## config.mk

```make
export PLATFORM = sky130hd
export DESIGN_NAME = hilo_div_ctrl_flat
export DESIGN_NICKNAME = d
export VERILOG_FILES = /design/src/rtl/hilo_div_ctrl_if.sv /design/src/rtl/hilo_div_ctrl.sv /design/src/flat_wrapper.sv
export SDC_FILE = /design/constraint.sdc
export NUM_CORES = 1
export LEC_CHECK = 0
export CAP_MARGIN = 25
export CORE_MARGIN = 5
export CORE_UTILIZATION = 52
export CTS_CLUSTER_DIAMETER = 200
export DETAILED_ROUTE_END_ITERATION = 8
export HOLD_SLACK_MARGIN = 0.12
export MAX_ROUTING_LAYER = met4
export PLACE_DENSITY = 0.95
export SYNTH_ARGS = -nofsm -noshare
export SYNTH_HDL_FRONTEND = slang
export SYNTH_SLANG_ARGS = --single-unit
```

## constraint.sdc

```tcl
create_clock -name clock -period 13.4 [get_ports clock]
set_clock_uncertainty 0.15 [all_clocks]
set_input_delay 4.02 -clock clock [delete_from_list [all_inputs] [get_ports clock]]
set_output_delay 4.02 -clock clock [all_outputs]
set_load 0.03 [all_outputs]
```

## src/rtl/hilo_div_ctrl_if.sv

```systemverilog
// Bundle of signals between the execute stage, the HI/LO divide sequencer and the DIVU divider.
// The slave side is the sequencer. The master side is the pipeline together with the divider.
interface hilo_div_ctrl_if #(
  parameter int WIDTH = 32
);
  logic             op_valid;
  logic [2:0]       op;
  logic [WIDTH-1:0] rs_data;
  logic [WIDTH-1:0] rt_data;
  logic             stall;
  logic [WIDTH-1:0] hi;
  logic [WIDTH-1:0] lo;
  logic             div_zero;
  logic [WIDTH-1:0] div_dividend;
  logic [WIDTH-1:0] div_divisor;
  logic             div_start;
  logic             div_busy;
  logic [WIDTH-1:0] div_q;
  logic [WIDTH-1:0] div_r;

  modport master (
    output op_valid, op, rs_data, rt_data, div_busy, div_q, div_r,
    input  stall, hi, lo, div_zero, div_dividend, div_divisor, div_start
  );

  modport slave (
    input  op_valid, op, rs_data, rt_data, div_busy, div_q, div_r,
    output stall, hi, lo, div_zero, div_dividend, div_divisor, div_start
  );
endinterface

```

## src/rtl/hilo_div_ctrl.sv

```systemverilog
// HI/LO owner and sequencer for the multi-cycle unsigned divider.
// Signed DIV runs as a magnitude divide followed by a sign fix-up. State advances on the falling clock edge.
module hilo_div_ctrl #(
  parameter int WIDTH         = 32,
  parameter bit SKIP_DIV_ZERO = 1'b1
) (
  input logic            clock,
  input logic            reset,
  hilo_div_ctrl_if.slave bus
);
  localparam logic [2:0] OP_DIV  = 3'b001;
  localparam logic [2:0] OP_DIVU = 3'b010;
  localparam logic [2:0] OP_MTHI = 3'b011;
  localparam logic [2:0] OP_MTLO = 3'b100;

  typedef enum logic [1:0] {S_IDLE, S_LAUNCH, S_WAIT, S_FIX} state_t;

  state_t           state, next_state;
  logic [WIDTH-1:0] hi_q, lo_q, dividend_q, divisor_q;
  logic             neg_q, neg_r, div_zero_q;
  logic             is_div, is_signed, rt_zero, launch, zero_skip, rs_neg, rt_neg;
  logic [WIDTH-1:0] rs_mag, rt_mag;

  // Decode the execute-stage op. The operand magnitudes are only meaningful for signed DIV.
  always_comb begin
    is_div    = bus.op_valid && (bus.op == OP_DIV || bus.op == OP_DIVU);
    is_signed = (bus.op == OP_DIV);
    rt_zero   = (bus.rt_data == '0);
    launch    = (state == S_IDLE) && is_div && !(SKIP_DIV_ZERO && rt_zero);
    zero_skip = (state == S_IDLE) && is_div && SKIP_DIV_ZERO && rt_zero;
    rs_neg    = is_signed && bus.rs_data[WIDTH-1];
    rt_neg    = is_signed && bus.rt_data[WIDTH-1];
    rs_mag    = rs_neg ? (~bus.rs_data + 1'b1) : bus.rs_data;
    rt_mag    = rt_neg ? (~bus.rt_data + 1'b1) : bus.rt_data;
  end

  always_ff @(negedge clock or posedge reset) begin
    if (reset) state <= S_IDLE;
    else       state <= next_state;
  end

  always_comb begin
    next_state    = state;
    bus.stall     = 1'b1;
    bus.div_start = 1'b0;
    case (state)
      S_IDLE: begin
        bus.stall = launch;
        if (launch) next_state = S_LAUNCH;
      end
      S_LAUNCH: begin
        bus.div_start = 1'b1;
        next_state    = S_WAIT;
      end
      S_WAIT:  if (!bus.div_busy) next_state = S_FIX;
      S_FIX:   next_state = S_IDLE;
      default: next_state = S_IDLE;
    endcase
  end

  // The remainder takes the dividend's sign. The quotient is negative when the operand signs differ.
  always_ff @(negedge clock or posedge reset) begin
    if (reset) begin
      hi_q       <= '0;
      lo_q       <= '0;
      dividend_q <= '0;
      divisor_q  <= '0;
      neg_q      <= 1'b0;
      neg_r      <= 1'b0;
      div_zero_q <= 1'b0;
    end else begin
      div_zero_q <= 1'b0;
      case (state)
        S_IDLE: begin
          if (launch) begin
            dividend_q <= rs_mag;
            divisor_q  <= rt_mag;
            neg_q      <= rs_neg ^ rt_neg;
            neg_r      <= rs_neg;
          end else if (zero_skip) begin
            div_zero_q <= 1'b1;
          end else if (bus.op_valid && bus.op == OP_MTHI) begin
            hi_q <= bus.rs_data;
          end else if (bus.op_valid && bus.op == OP_MTLO) begin
            lo_q <= bus.rs_data;
          end
        end
        S_FIX: begin
          lo_q <= neg_q ? (~bus.div_q + 1'b1) : bus.div_q;
          hi_q <= neg_r ? (~bus.div_r + 1'b1) : bus.div_r;
        end
        default: ;
      endcase
    end
  end

  assign bus.hi           = hi_q;
  assign bus.lo           = lo_q;
  assign bus.div_zero     = div_zero_q;
  assign bus.div_dividend = dividend_q;
  assign bus.div_divisor  = divisor_q;
endmodule

```

## src/flat_wrapper.sv

```systemverilog
// flat-port wrapper written by rule: the top's interface ports become plain ports
module hilo_div_ctrl_flat 
#(
  parameter int WIDTH         = 32,
  parameter bit SKIP_DIV_ZERO = 1'b1
)
  (clock, reset, bus_op_valid, bus_op, bus_rs_data, bus_rt_data, bus_div_busy, bus_div_q, bus_div_r, bus_stall, bus_hi, bus_lo, bus_div_zero, bus_div_dividend, bus_div_divisor, bus_div_start);
  hilo_div_ctrl_if #(.WIDTH(WIDTH)) bus_i ();
  input logic clock;
  input logic reset;
  input wire logic [$bits(bus_i.op_valid)-1:0] bus_op_valid;
  input wire logic [$bits(bus_i.op)-1:0] bus_op;
  input wire logic [$bits(bus_i.rs_data)-1:0] bus_rs_data;
  input wire logic [$bits(bus_i.rt_data)-1:0] bus_rt_data;
  input wire logic [$bits(bus_i.div_busy)-1:0] bus_div_busy;
  input wire logic [$bits(bus_i.div_q)-1:0] bus_div_q;
  input wire logic [$bits(bus_i.div_r)-1:0] bus_div_r;
  output wire logic [$bits(bus_i.stall)-1:0] bus_stall;
  output wire logic [$bits(bus_i.hi)-1:0] bus_hi;
  output wire logic [$bits(bus_i.lo)-1:0] bus_lo;
  output wire logic [$bits(bus_i.div_zero)-1:0] bus_div_zero;
  output wire logic [$bits(bus_i.div_dividend)-1:0] bus_div_dividend;
  output wire logic [$bits(bus_i.div_divisor)-1:0] bus_div_divisor;
  output wire logic [$bits(bus_i.div_start)-1:0] bus_div_start;
  assign bus_i.op_valid = bus_op_valid;
  assign bus_i.op = bus_op;
  assign bus_i.rs_data = bus_rs_data;
  assign bus_i.rt_data = bus_rt_data;
  assign bus_i.div_busy = bus_div_busy;
  assign bus_i.div_q = bus_div_q;
  assign bus_i.div_r = bus_div_r;
  assign bus_stall = bus_i.stall;
  assign bus_hi = bus_i.hi;
  assign bus_lo = bus_i.lo;
  assign bus_div_zero = bus_i.div_zero;
  assign bus_div_dividend = bus_i.div_dividend;
  assign bus_div_divisor = bus_i.div_divisor;
  assign bus_div_start = bus_i.div_start;
  hilo_div_ctrl #(.WIDTH(WIDTH), .SKIP_DIV_ZERO(SKIP_DIV_ZERO)) u_core (.clock(clock), .reset(reset), .bus(bus_i));
endmodule
```

==> impl_results.md <==
- Post-CTS setup buffer count: 0
- Drt total wl: 32800 um
- Worst-path cell chain: inv_1 -> ha_1 -> nand3_1 -> a31o_4 -> buf_4 -> nand2_1 -> dlygate4sd2_1
- Total negative slack: 0 ns
- Startpoint types: register
- First-pass GRT wire length: 51100 um
- Max cap viols: 0
- Core Area: 16400 um^2
- Worst r2r path cells: 6
- Sequential fraction of the synthesis area: 0.386
- Hold WC Path Type: register to register
- Clock network power share: 0.175
- Largest net degree at the start of global routing: 117
- Unrepaired setup endpoints after global routing: false
- Final cell count without fillers: 1526
- Die area: 19200 um^2
- Dpl hpwl: 24500 um
- Post-synthesis async set-or-reset flop share: 1.00
- Top FF cell, synth: dfrtn_1
- Psw: 1.29 mW
- Worst slack at placement: -0.126 ns
- Initial Utilization: 0.525
- PostCTS Resize Cnt: 1
- Final Max Tran Viols: 0
- Vias in the first global route: 9365
- ANT cells: 0
- Leading cell types in the layout, fill and taps excluded: 264 x clkdlybuf4s50_1, 133 x dfrtn_1, 111 x nand2_1, 92 x o21ai_0, 84 x nor2_1
- Nets@finish: 1437
- Commonest non-fill, non-tap cell in the layout: clkdlybuf4s50_1
- Worst path max stage delay: 0.41 ns
- Syn_area_per_cell: 8.48 um^2
- Longest Clk Path Bufs: 2
- Pwr Density: 229 nW/um^2
- Fill cells: 1106
- Worst R2R Start: u_core.neg_r
- VDD IR-drop max: 0.162 mV
- CTS tree: done
- Hold Fails Final Rpt: 0
- Yosys warning count: 0
- Worst Setup End Kind: output pin
- Setup ws final: 0.241 ns
- Slowest cell on the critical path: dfrtn_1
- DR DRC count: 0
- Drt wl/cell: 21.5 um
- Final setup vio count: 0
- Syn-to-layout area delta: 45.4%
- # hold bufs at CTS: 0
- CTS sink cnt: 133
- Post-synth EDFFs: 0
- Worst hold endpoint: u_core.bus.lo[3]
- Routed Antenna Nets: 0
- Worst R2R End: u_core.bus.hi[29]
- Hold_sp: u_core.bus.lo[3]
- Worst slew margin: 0.458
- Cell variety after synth: 60
- Register share of total power: 0.263
- CP arrival: 8.99 ns
- Router iterations before antenna repair: 9
- CTS Buf Count: 17
- Lkg Pwr: 5.04 nW
- Vias/cell: 6.20
- Worst reg2reg setup slack: 10.58 ns
- Cell internal pwr: 1.59 mW
- Antenna violations before repair: 0
- Worst-Margin Slew: 0.813 ns
- Sw frac: 0.448
- Net count after synthesis: 1159
- DRT iter0 DRCs: 1261
- H-tree Lvls: 4
- Kind of critical path: register to output pin
- Top cell type by total area after synthesis: dfrtn_1
- Status: finished clean
- # rows: 47
- Reg area: 3330 um^2
- Vias: 9467
- Die extent in x: 139 um
- CP required: 9.23 ns
- GR Overflow Total: 0
- Hold Path Stages: 1
- Worst-skew pair later-pin latency: 0.41 ns
- Mapped cell area: 8610 um^2
- Placed Cells: 1494
- GRT Util Overall: 0.342
- Top-Level Pins: 266
- Input/output buffers: 265
- CP Max Fanout: 17
- FF+latch count, synth: 133
- Die Y: 139 um
- Area of the multi-input gates: 4950 um^2
- Root buffer cell: clkbuf_16
- Gpl congestion: 0.937
- Layout cell share with drive strength beyond 1: 0.100
- Synth top area share: 0.386
- Mapped Cells: 1016
- Combinational power share: 0.562
- Worst-path clk slew: 0.04 ns
- Synth top area cells: dfrtn_1 39%, xnor2_1 6.1%, o21ai_0 5.3%
## power by group through the flow
stage	clock network [mW]	logic [mW]	registers (mW)
global route	0.525	1.72	0.777
CTS	0.506	1.60	0.753
detailed placement	0	1.59	0.754
finish	0.502	1.62	0.756
global placement	0	1.54	0.747
floorplan	0	0.588	1.08
## through the flow
step	util	cell area [um^2]	hold WS, ns	total power, mW
after detailed placement	0.724	11900	0.279	2.34
after CTS	0.762	12500	0.279	2.86
after global placement	0.724	11900	0.270	2.29
final	0.763	12500	0.274	2.87
after global routing	0.763	12500	0.303	3.02
after floorplan	-	8620	0.327	1.67
## kinds of logic (layout without fill, tap and decap cells)
group                      Yosys count  in the layout  synth area share
DFF                                133            133             0.386
muxes                               23             23            0.0273
AOI/OAI and AO/OA                  274            274             0.205
adders and majority gates            8              8            0.0116
xor gates and xnor gates            92             92            0.0935
buffers and inverters              100            390            0.0456
and+or+nand+nor                    386            386             0.231
## worst max path at each step
stage	start	to	slack, ns	cells past startpoint
final	u_core.state[0]	bus_stall	0.24	7
after global routing	bus_div_r[6]	u_core.bus.hi[29]	0.10	8
after CTS	u_core.state[0]	bus_stall	0.24	7
after global placement	bus_div_q[1]	u_core.bus.lo[20]	-0.05	9
after floorplan	bus_div_q[1]	u_core.bus.lo[26]	0.38	8
after detailed placement	bus_div_q[1]	u_core.bus.lo[24]	-0.13	8
## flip-flops by register name (all words and copies together) (netlist names)
register and flops:
u_core.bus.div_dividend 32, u_core.neg_r 1, u_core.state 2, u_core.bus.div_divisor 32
u_core.bus.lo 32, u_core.neg_q 1, u_core.bus.div_zero 1, u_core.bus.hi 32
## metal layers
metal / share of wire / GRT usage
met4: 0.048 / 0.149
met2: 0.48 / 0.545
met3: 0.11 / 0.0862
met1: 0.37 / 0.413
met5: 0 / -
## critical path, delay by kind of cell, from the launching register on
family | cells | cell delay (ns)
buffers and inverters | 3 | 0.71
flip-flops | 1 | 0.41
AO/OA/AOI/OAI | 1 | 0.30
AND/OR/NAND/NOR | 2 | 0.24
adder cells (fa/ha/maj) | 1 | 0.21
## synthesized netlist by cell type (24+ instances only)
library cell / count
nand2_1: 111
clkbuf_1: 63
inv_1: 27
dfrtn_1: 133
xor2_1: 32
a21oi_1: 43
o21ai_0: 92
nor3_1: 26
xnor2_1: 60
nand3_1: 24
a31oi_1: 40
nor2_1: 84
## cell type report
class,count,share of cell area
Clock inverter,9,0.0120
Tap cell,220,0.0220
Multi-Input combinational cell,783,0.396
Sequential cell,133,0.266
Clock buffer,22,0.0379
Timing Repair Buffer,332,0.258
Inverter,27,0.00839
Power figures use the tool's default switching activity.
